File: src/rtl/stage2_mem_ctrl_pkg.sv
// Shared constants, width codes and FSM state type for the stage-2 memory controller.
package stage2_mem_ctrl_pkg;

   localparam logic [6:0]  OPC_LOAD         = 7'b0000011;
   localparam logic [6:0]  OPC_STORE        = 7'b0100011;
   localparam logic [1:0]  F3_BYTE          = 2'b00;
   localparam logic [1:0]  F3_HALF          = 2'b01;
   localparam logic [1:0]  F3_WORD          = 2'b10;
   localparam logic [31:0] NOP_INST_DEFAULT = 32'h0000_0013;

   typedef enum logic [1:0] {StIdle, StReq, StWait} state_e;

   // Reserved width code 2'b11 is treated like a word.
   function automatic logic is_misaligned(input logic [1:0] width, input logic [1:0] addr_lo);
      logic mis;
      case (width)
         F3_BYTE: mis = 1'b0;
         F3_HALF: mis = addr_lo[0];
         default: mis = (addr_lo != 2'b00);
      endcase
      return mis;
   endfunction

endpackage

File: src/rtl/stage2_mem_ctrl_store_align.sv
// Store alignment: byte enables, lane-shifted write data and word-aligned address.
module stage2_mem_ctrl_store_align
   import stage2_mem_ctrl_pkg::*;
(
   input  logic        is_store_i,
   input  logic [1:0]  width_i,
   input  logic [31:0] addr_i,
   input  logic [31:0] rs2_i,
   output logic [3:0]  be_o,
   output logic [31:0] addr_o,
   output logic [31:0] wdata_o
);

   always_comb begin
      be_o = 4'b0000;
      if (is_store_i) begin
         case (width_i)
            F3_BYTE: be_o = 4'b0001 << addr_i[1:0];
            F3_HALF: be_o = 4'b0011 << {addr_i[1], 1'b0};
            default: be_o = 4'b1111;
         endcase
      end
   end

   assign wdata_o = rs2_i << {addr_i[1:0], 3'b000};
   assign addr_o  = {addr_i[31:2], 2'b00};

endmodule

File: src/rtl/stage2_mem_ctrl.sv
// Stage-2 memory controller: D-cache handshake, pipeline stall and stage-3 register.
// Define STAGE2_MISALIGN_TRAP_EN to trap misaligned half/word accesses instead of issuing them.
module stage2_mem_ctrl
   import stage2_mem_ctrl_pkg::*;
#(
   parameter logic [31:0] NOP_INST       = NOP_INST_DEFAULT,
   parameter int unsigned DCACHE_LAT_MAX = 16
) (
   input  logic        clk,
   input  logic        reset,
   input  logic [31:0] s2_inst,
   input  logic [31:0] s2_pc,
   input  logic [31:0] s2_alu_out,
   input  logic [31:0] s2_rs2,
   input  logic        flush,
   output logic        stall,
   output logic [31:0] stage3_inst_in,
   output logic [31:0] stage3_pc_in,
   output logic [31:0] stage3_alu_out,
   output logic [31:0] stage3_dmem_write_addr,
   output logic [31:0] stage3_dmem_write_data,
   output logic        dcache_req_valid,
   input  logic        dcache_req_ready,
   output logic [3:0]  dcache_req_we,
   output logic [31:0] dcache_req_addr,
   output logic [31:0] dcache_req_wdata,
   input  logic        dcache_resp_valid,
   output logic        misalign_exc,
   output logic        timeout_err
);

   localparam int unsigned     CntW    = $clog2(DCACHE_LAT_MAX + 1);
   localparam logic [CntW-1:0] CntLast = CntW'(DCACHE_LAT_MAX - 1);

   state_e          state_q;
   logic [CntW-1:0] cnt_q;
   logic            flush_pend_q, req_store_q, timeout_q, misalign_q;
   logic [3:0]      req_we_q;
   logic [31:0]     req_addr_q, req_wdata_q;
   logic [31:0]     s3_inst_q, s3_pc_q, s3_alu_q, s3_waddr_q, s3_wdata_q;

   logic            is_load, is_store, is_mem, trap, issue, timeout_hit, done, kill;
   logic [3:0]      al_be;
   logic [31:0]     al_addr, al_wdata;

   assign is_load  = (s2_inst[6:0] == OPC_LOAD);
   assign is_store = (s2_inst[6:0] == OPC_STORE);
   assign is_mem   = is_load | is_store;

`ifdef STAGE2_MISALIGN_TRAP_EN
   assign trap = reset & (state_q == StIdle) & is_mem & ~flush &
                 is_misaligned(s2_inst[13:12], s2_alu_out[1:0]);
`else
   assign trap = 1'b0;
`endif

   // Gated by reset so nothing is requested or stalled while reset is held.
   assign issue       = reset & (state_q == StIdle) & is_mem & ~flush & ~trap;
   assign timeout_hit = (state_q == StWait) & ~dcache_resp_valid & (cnt_q == CntLast);

   always_comb begin
      done = 1'b1;
      case (state_q)
         StIdle:  done = ~issue | (dcache_req_ready & is_store);
         StReq:   done = dcache_req_ready & req_store_q;
         StWait:  done = dcache_resp_valid | timeout_hit;
         default: done = 1'b1;
      endcase
   end

   assign stall = ~done;
   assign kill  = flush | flush_pend_q | timeout_hit | trap;

   stage2_mem_ctrl_store_align u_store_align (
      .is_store_i (is_store),
      .width_i    (s2_inst[13:12]),
      .addr_i     (s2_alu_out),
      .rs2_i      (s2_rs2),
      .be_o       (al_be),
      .addr_o     (al_addr),
      .wdata_o    (al_wdata)
   );

   // Request fields are frozen in REQ so a flushed stage 2 cannot disturb the handshake.
   assign dcache_req_valid = issue | (state_q == StReq);
   assign dcache_req_we    = (state_q == StReq) ? req_we_q    : al_be;
   assign dcache_req_addr  = (state_q == StReq) ? req_addr_q  : al_addr;
   assign dcache_req_wdata = (state_q == StReq) ? req_wdata_q : al_wdata;

   always_ff @(posedge clk or negedge reset) begin
      if (!reset) begin
         state_q      <= StIdle;
         cnt_q        <= '0;
         flush_pend_q <= 1'b0;
         req_store_q  <= 1'b0;
         timeout_q    <= 1'b0;
         misalign_q   <= 1'b0;
         req_we_q     <= '0;
         req_addr_q   <= '0;
         req_wdata_q  <= '0;
         s3_inst_q    <= NOP_INST;
         s3_pc_q      <= '0;
         s3_alu_q     <= '0;
         s3_waddr_q   <= '0;
         s3_wdata_q   <= '0;
      end else begin
         misalign_q <= trap;
         if (timeout_hit) timeout_q <= 1'b1;
         case (state_q)
            StIdle: begin
               flush_pend_q <= 1'b0;
               cnt_q        <= '0;
               if (issue) begin
                  req_we_q    <= al_be;
                  req_addr_q  <= al_addr;
                  req_wdata_q <= al_wdata;
                  req_store_q <= is_store;
                  if (!dcache_req_ready) state_q <= StReq;
                  else if (is_load)      state_q <= StWait;
               end
            end
            StReq: begin
               flush_pend_q <= (flush_pend_q | flush) & ~done;
               if (dcache_req_ready) state_q <= req_store_q ? StIdle : StWait;
            end
            StWait: begin
               flush_pend_q <= (flush_pend_q | flush) & ~done;
               if (done) begin
                  state_q <= StIdle;
                  cnt_q   <= '0;
               end else begin
                  cnt_q <= cnt_q + CntW'(1);
               end
            end
            default: state_q <= StIdle;
         endcase
         if (!stall) begin
            s3_inst_q  <= kill ? NOP_INST : s2_inst;
            s3_pc_q    <= s2_pc;
            s3_alu_q   <= s2_alu_out;
            s3_waddr_q <= al_addr;
            s3_wdata_q <= al_wdata;
         end
      end
   end

   assign stage3_inst_in         = s3_inst_q;
   assign stage3_pc_in           = s3_pc_q;
   assign stage3_alu_out         = s3_alu_q;
   assign stage3_dmem_write_addr = s3_waddr_q;
   assign stage3_dmem_write_data = s3_wdata_q;
   assign misalign_exc           = misalign_q;
   assign timeout_err            = timeout_q;

endmodule

File: config.mk
export PLATFORM = sky130hd
export DESIGN_NAME = stage2_mem_ctrl
export DESIGN_NICKNAME = d
export VERILOG_FILES = /design/src/rtl/stage2_mem_ctrl_pkg.sv /design/src/rtl/stage2_mem_ctrl_store_align.sv /design/src/rtl/stage2_mem_ctrl.sv
export SDC_FILE = /design/constraint.sdc
export NUM_CORES = 1
export LEC_CHECK = 0
export CAP_MARGIN = 20
export CELL_PAD_IN_SITES_DETAIL_PLACEMENT = 1
export CELL_PAD_IN_SITES_GLOBAL_PLACEMENT = 1
export CORE_MARGIN = 4
export CORE_UTILIZATION = 31
export CTS_CLUSTER_DIAMETER = 120
export CTS_CLUSTER_SIZE = 24
export DETAILED_ROUTE_END_ITERATION = 16
export HOLD_SLACK_MARGIN = 0.1
export PLACE_DENSITY_LB_ADDON = 0.2
export SYNTH_ARGS = -nofsm -noshare
export SYNTH_HDL_FRONTEND = slang
export SYNTH_SLANG_ARGS = --single-unit
File: constraint.sdc
create_clock -name clk -period 2.8 [get_ports clk]
set_clock_uncertainty 0.2 [all_clocks]
set_input_delay 0.56 -clock clk [delete_from_list [all_inputs] [get_ports clk]]
set_output_delay 0.56 -clock clk [all_outputs]
set_load 0.05 [all_outputs]
==> results of run 1 <==
[routing by layer]
layer	GRT usage [%]	up-vias	part of all wire (%)
met5	0	-	0
met2	31.0	274	47
met4	3.46	0	1.8
li1	-	3544	-
met1	24.1	3857	43
met3	5.40	29	8.1
[worst paths after layout]
check	startpoint	endpoint	slack, ns	depth (start not counted)
worst max register to register	cnt_q[0]	stage3_pc_in[10]	0.10	10
worst min register to register	req_wdata_q[25]	req_wdata_q[25]	0.29	2
worst max-delay path	cnt_q[0]	stall	-0.13	8
min in group asynchronous	reset	stage3_inst_in[3]	0.53	3
max in group asynchronous	reset	stage3_pc_in[16]	0.57	4
worst min-delay path	s2_inst[3]	stage3_inst_in[3]	0.19	3
[final cells by class]
| type | instances | share of cell area [%] |
|---|---|---|
| Antenna cell | 1 | 0.0160 |
| Inverter | 61 | 1.49 |
| Clock buffer | 16 | 2.15 |
| Clock inverter | 1 | 0.104 |
| Tap cell | 396 | 3.16 |
| Timing Repair Buffer | 462 | 33.4 |
| Multi-Input combinational cell | 486 | 27.0 |
| Sequential cell | 204 | 32.6 |
[cells by family (layout without fill, tap and decap cells)]
family,after synthesis,count (layout),share of synthesized area (%)
muxes,231,231,25.9
DFF,204,204,52.7
xor gates and xnor gates,1,1,0.0904
buffers and inverters,141,540,7.80
AOI/OAI and AO/OA,89,89,5.46
adders and majority gates,6,6,0.775
and+or+nand+nor,154,154,7.17
other,1,6,0.0387
[state kept, by name, indices dropped and copies added, names as in the netlist]
| signal | cells |
|---|---|
| stage3_pc_in | 32 |
| cnt_q | 5 |
| req_wdata_q | 32 |
| req_store_q | 1 |
| stage3_alu_out | 32 |
| req_addr_q | 30 |
| state_q | 2 |
| stage3_inst_in | 32 |
| stage3_dmem_write_data | 32 |
| flush_pend_q | 1 |
| req_we_q | 4 |
| timeout_err | 1 |
[what timing repair did]
item                                   CTS  global route
pin swaps                                8            11
resized for setup                       38           117
hold buffers                             1             0
gates cloned                             4             6
buffers inserted                        14             7
setup endpoints to repair               65            94
endpoints found under the hold margin  128             0
[worst register-to-register path, cell delays in order (launching register included)]
cell and delay, ns:
dfrtp_1 0.40, ha_2 0.20, and3_4 0.19, ha_4 0.15
o21a_1 0.20, nor3b_4 0.24, nand3_4 0.12, buf_4 0.17
buf_12 0.17, buf_12 0.22, mux2_1 0.33
[synth_stat cells (2+ instances only)]
| library cell | number |
|---|---|
| dfrtp_1 | 201 |
| nand2_1 | 99 |
| mux2_2 | 85 |
| mux2_1 | 75 |
| mux2i_1 | 71 |
| inv_1 | 60 |
| o21ai_0 | 60 |
| buf_4 | 36 |
| clkbuf_1 | 27 |
| nor2_1 | 16 |
| buf_6 | 11 |
| or2_2 | 9 |
| a21oi_1 | 8 |
| a22o_1 | 7 |
| ha_1 | 6 |
| nand2b_1 | 6 |
| nor2b_1 | 6 |
| buf_2 | 5 |
| nand3_1 | 5 |
| a41oi_1 | 3 |
| dfstp_2 | 3 |
| o31ai_1 | 3 |
| and2_1 | 2 |
| and3_1 | 2 |
| nand4_1 | 2 |
| o21a_1 | 2 |
[power by group through the flow]
stage | clock network [uW] | logic [uW] | registers (uW)
after detailed placement | 0 | 11500 | 4620
final | 1890 | 12300 | 4550
after global placement | 0 | 11400 | 4560
after global routing | 2080 | 12900 | 4710
after floorplan | 0 | 4480 | 7690
after CTS | 1990 | 11900 | 4570
[through the flow]
stage	std cells	utilization [%]	worst slack (ns)	setup TNS (ns)
after floorplan	831	-	-0.366	-1.58
after detailed placement	1577	46.5	-0.409	-12.67
final	1627	51.0	-0.132	-0.132
after global routing	1627	51.0	-0.245	-0.894
after CTS	1613	48.9	-0.247	-0.252
after global placement	1577	46.5	-0.425	-12.59
==> metrics.csv, run 1 <==
stage;metric;value;unit
critical_path;slowest_delay;0.40;ns
yosys;synth_top_area_share;51.9;%
floorplan;die_w;185;um
finish;nFillCells;3222;
timing;period_share;105;%
yosys;ys_top_cells_by_area;dfrtp_1 (52%), mux2_2 (9.9%), mux2_1 (8.7%), mux2i_1 (7.3%), nand2_1 (3.8%);
placement;place_hpwl;23500;um
power;p_total;18800;uW
power;share_seq_of_total_power;24.2;%
route;routedWlPerCell;20.8;um
critical_path;worstSetupPathType;register to output port;
global_route;grt_pass1_wl;49800;um
critical_path;cp_max_fo;3;
timing;fmax;341;MHz
finish;multi_input_area;4240;um2
critical_path;cp_num_buf_inv;2;
timing;fin_ws;-0.132;ns
finish;layout.cells.most_common;clkdlybuf4s50_1;
yosys;yosysSeqAreaShare;52.7;%
finish;area_growth;61.8;%
run_status;violations;setup timing;
critical_path;critPathCaptureType;output port;
finish;seq_area;5110;um2
critical_path;worstPathArrival;2.17;ns
clock_network;htreeDepth;1;
clock_network;clk_root_buffer_cell;clkbuf_16;
min_path;holdCritPathClass;primary input to register;
timing;final_max_slew_viol_count;0;
yosys;synth-seq-cells;204;
power;clkPwrFrac;10.0;%
floorplan;die_h;185;um
global_route;grt.total_usage;18.5;%
critical_path;critPathTopFamily;simple AND/OR/NAND/NOR gates;
critical_path;startpoint_type;register;
yosys;yosysWarnings;0;
power;p_int;9590;uW
power;vdd_drop_max;0.000845;V
run_status;status;finished with violations;
yosys;syn_avg_cell_area;11.7;um2
placement;detailed_place.area;14300;um2
timing;post-route-min-period;2.93;ns
yosys;synth-edff-count;0;
route;routed_wl;33800;um
yosys;ys.flop_type;dfrtp_1;
run;cap_violations;0;
global_route;grt_pass1_vias;8410;
power;switching_share;48.9;%
yosys;ys_types;43;
global_route;grt_overflow;0;
clock_network;cts_max_path_buffers;3;
global_route;antenna_found_initial;1;
timing;hold_slack;0.188;ns
route;ant_nets;0;
yosys;synth_largest_area_cell;dfrtp_1;
power;cellPowerDensity;1200;nW/um2
critical_path;critPathSlowestCell;dfrtp_1;
yosys;syn_inst;827;
route;vias;7704;
finish;fin_area;15700;um2
power;switchingPower;9190;uW
timing;max_slew_margin;37.7;%
finish;layout_common_cells;clkdlybuf4s50_1 (279), dfrtp_1 (201), nand2_1 (97), mux2_1 (75), buf_4 (74);
critical_path;crit_chain;ha_2, and3_4, ha_4, o21a_1, nor3b_4, nand3_4, clkinv_4, buf_12;
yosys;async_flop_share;100;%
power;power_leakage;0.00716;uW
clock_network;clk_pin_slew_worst_paths;0.10;ns
floorplan;pin_count;365;
floorplan;rows;64;
timing;rsz0062_at_grt;true;
route;drcViolationCount;0;
route;first_iter_violations;255;
floorplan;start_util;31.5;%
timing;max_slew.worst_pin.slew;0.934;ns
clock_network;cts_tree;done;
clock_network;cts_made_buffers;12;
route;viasPerCell;4.74;
finish;fin_nets;1366;
critical_path;crit_required;2.04;ns
placement;port-buffer-count;359;
clock_network;cts.sinks;204;
route;drt-pass1-iter-count;4;
global_route;grt_max_degree;145;
yosys;synth_area;9690;um2
timing;setup_viol_count_final;1;
floorplan;die-area;34100;um2
timing;hold_viol_final;0;
power;p_comb_share;65.7;%
finish;drive_above_1_share;27.1;%
clock_network;clk_latency;0.47;ns
floorplan;design.core.area;30700;um2
placement;globalplace.congestion;0.770;
(Power assumes the default switching activity.)
==> inputs of run 2 (changes only) <==
- CORE_ASPECT_RATIO: default -> 0.75
==> metrics.csv, run 2 (synthesized netlist as in run 1, its figures left out) <==
stage;metric;value;unit;change
clock_network;cts_tree;done;;unchanged
floorplan;die-area;34200;um2;was 34100 um2
route;vias;7512;;was 7704
finish;layout.cells.most_common;clkdlybuf4s50_1;;unchanged
floorplan;die_w;212;um;was 185 um
critical_path;worstSetupPathType;register to output port;;unchanged
timing;fin_ws;-0.160;ns;was -0.132 ns
timing;final_max_slew_viol_count;0;;unchanged
route;dr_wl_met3;2300;um;was 2730 um
min_path;holdCritPathClass;primary input to register;;unchanged
route;routedWlPerCell;21.1;um;was 20.8 um
placement;place_hpwl;24200;um;was 23500 um
critical_path;startpoint_type;register;;unchanged
timing;hold_viol_final;0;;unchanged
run;cap_violations;0;;unchanged
global_route;grt_overflow;0;;unchanged
route;first_iter_violations;274;;was 255
finish;layout_common_cells;clkdlybuf4s50_1 (281), dfrtp_1 (200), nand2_1 (95), mux2_1 (75), mux2i_1 (71);;was clkdlybuf4s50_1 (279), dfrtp_1 (201), nand2_1 (97), mux2_1 (75), buf_4 (74)
route;met1_length;15400;um;was 14400 um
route;routed_wl;34000;um;was 33800 um
route;highest-signal-layer;met4;;unchanged
critical_path;crit_chain;ha_2, and3_4, ha_4, o21a_4, nor3b_4, nand3_4, inv_4, buf_12;;was ha_2, and3_4, ha_4, o21a_1, nor3b_4, nand3_4, clkinv_4, buf_12
critical_path;worstPathArrival;2.20;ns;was 2.17 ns
global_route;grt.total_usage;18.7;%;was 18.5%
power;cellPowerDensity;1200;nW/um2;about the same
floorplan;die_h;161;um;was 185 um
floorplan;design.core.area;30500;um2;was 30700 um2
clock_network;clk_pin_slew_worst_paths;0.10;ns;about the same
finish;fin_nets;1349;;was 1366
critical_path;critPathCaptureType;output port;;unchanged
route;route.met2.wl;15900;um;was 16000 um
floorplan;pin_count;365;;unchanged
finish;fin_area;15400;um2;was 15700 um2
global_route;grt_pass1_vias;8355;;was 8410
run_status;violations;setup timing;;unchanged
clock_network;cts.sinks;204;;unchanged
global_route;grt_max_degree;159;;was 145
clock_network;cts_max_path_buffers;3;;unchanged
floorplan;start_util;31.8;%;was 31.5%
timing;fmax;338;MHz;was 341 MHz
placement;globalplace.congestion;0.770;;about the same
clock_network;clk_latency;0.48;ns;was 0.47 ns
power;p_total;18500;uW;was 18800 uW
timing;fin_setup_tns;-0.160;ns;was -0.132 ns
timing;period_share;106;%;was 105%
finish;area_growth;58.7;%;was 61.8%
timing;setup_viol_count_final;1;;unchanged
finish;antennaDiodeCount;0;;was 1
critical_path;cp_max_fo;3;;unchanged
placement;port-buffer-count;359;;unchanged
critical_path;critPathSlowestCell;dfrtp_1;;unchanged
timing;max_slew_margin;37.6;%;was 37.7%
timing;max_slew.worst_pin.slew;0.936;ns;was 0.934 ns
clock_network;clk_root_buffer_cell;clkbuf_16;;unchanged
route;drt-pass1-iter-count;4;;unchanged
timing;rsz0062_at_grt;true;;unchanged
critical_path;cp_num_buf_inv;2;;unchanged
critical_path;slowest_delay;0.41;ns;was 0.40 ns
run_status;status;finished with violations;;unchanged
finish;drive_above_1_share;25.9;%;was 27.1%
critical_path;critPathTopFamily;simple AND/OR/NAND/NOR gates;;unchanged
critical_path;crit_required;2.04;ns;about the same
power;power_leakage;0.00701;uW;was 0.00716 uW
route;ant_nets;0;;unchanged
global_route;antenna_found_initial;1;;unchanged
timing;post-route-min-period;2.96;ns;was 2.93 ns
power;vdd_drop_max;0.000816;V;was 0.000845 V
route;drcViolationCount;0;;unchanged
placement;detailed_place.area;14200;um2;was 14300 um2
global_route;grt_pass1_wl;50800;um;was 49800 um
route;viasPerCell;4.66;;was 4.74
clock_network;cts_made_buffers;12;;unchanged
floorplan;rows;55;;was 64
clock_network;htreeDepth;1;;unchanged
run 2: cell types whose count changed in the layout (fill, tap and decap cells not counted), moves of 3 or more:
cell / delta
buf_12: -3
buf_16: -3
buf_4: -9
buf_6: -4
buf_8: +5
o21ai_2: -3
run 2: layout make-up:
cell class / count / area [um2]
fillers: 3174 / 15100
flip-flops and latches: 204 / 5110
repair buffers: 445 / 4980
multi-input cells: 486 / 4210
well taps: 399 / 499
clock buffers: 16 / 337
inverters: 61 / 231
clock inverters: 1 / 16.3
run 2: routing by layer:
layer,GRT usage (%),vias to the layer above
met1,25.4,3797
met4,2.06,0
met2,30.9,187
met3,5.42,16
met5,0,-
li1,-,3512
run 2: worst register-to-register path, cell delays in order, from the launching register on:
cell	delay, ns
dfrtp_1	0.41
ha_2	0.19
and3_4	0.19
ha_4	0.16
o21a_4	0.20
nor3b_4	0.25
nand3_4	0.13
buf_4	0.16
buf_4	0.27
mux2_1	0.39
run 2: through the flow:
stage	instances	setup slack, ns	util (%)	hold slack (ns)
after CTS	1603	-0.255	48.7	0.291
after floorplan	831	-0.366	-	0.0644
after detailed placement	1573	-0.160	46.5	0.266
final	1612	-0.160	50.4	0.208
after global placement	1573	-0.170	46.5	0.256
after global routing	1612	-0.244	50.4	0.175
run 2: path summary, 6_finish.rpt:
kind,startpoint,end,cells past startpoint,slack [ns]
worst max-delay path,cnt_q[0],stall,8,-0.16
worst min-delay path,s2_inst[3],stage3_inst_in[3],3,0.21
worst max register to register,cnt_q[0],stage3_pc_in[9],9,0.15
worst min register to register,timeout_err,timeout_err,1,0.29
max in group asynchronous,reset,state_q[0],4,0.38
min in group asynchronous,reset,cnt_q[3],3,0.64
run 2: power breakdown:
part,total [uW],internal [uW],switching [uW],leakage [uW]
logic,12000,4500,7490,0.00423
clock network,1900,862,1040,0.000171
registers,4570,3950,612,0.00260
run 2: what timing repair did:
action	in CTS	in global routing
hold buffers	1	0
setup buffers	10	5
cloned	2	4
setup endpoints to repair	52	71
pin swaps	6	11
endpoints found under the hold margin	25	0
gates resized for setup	35	110
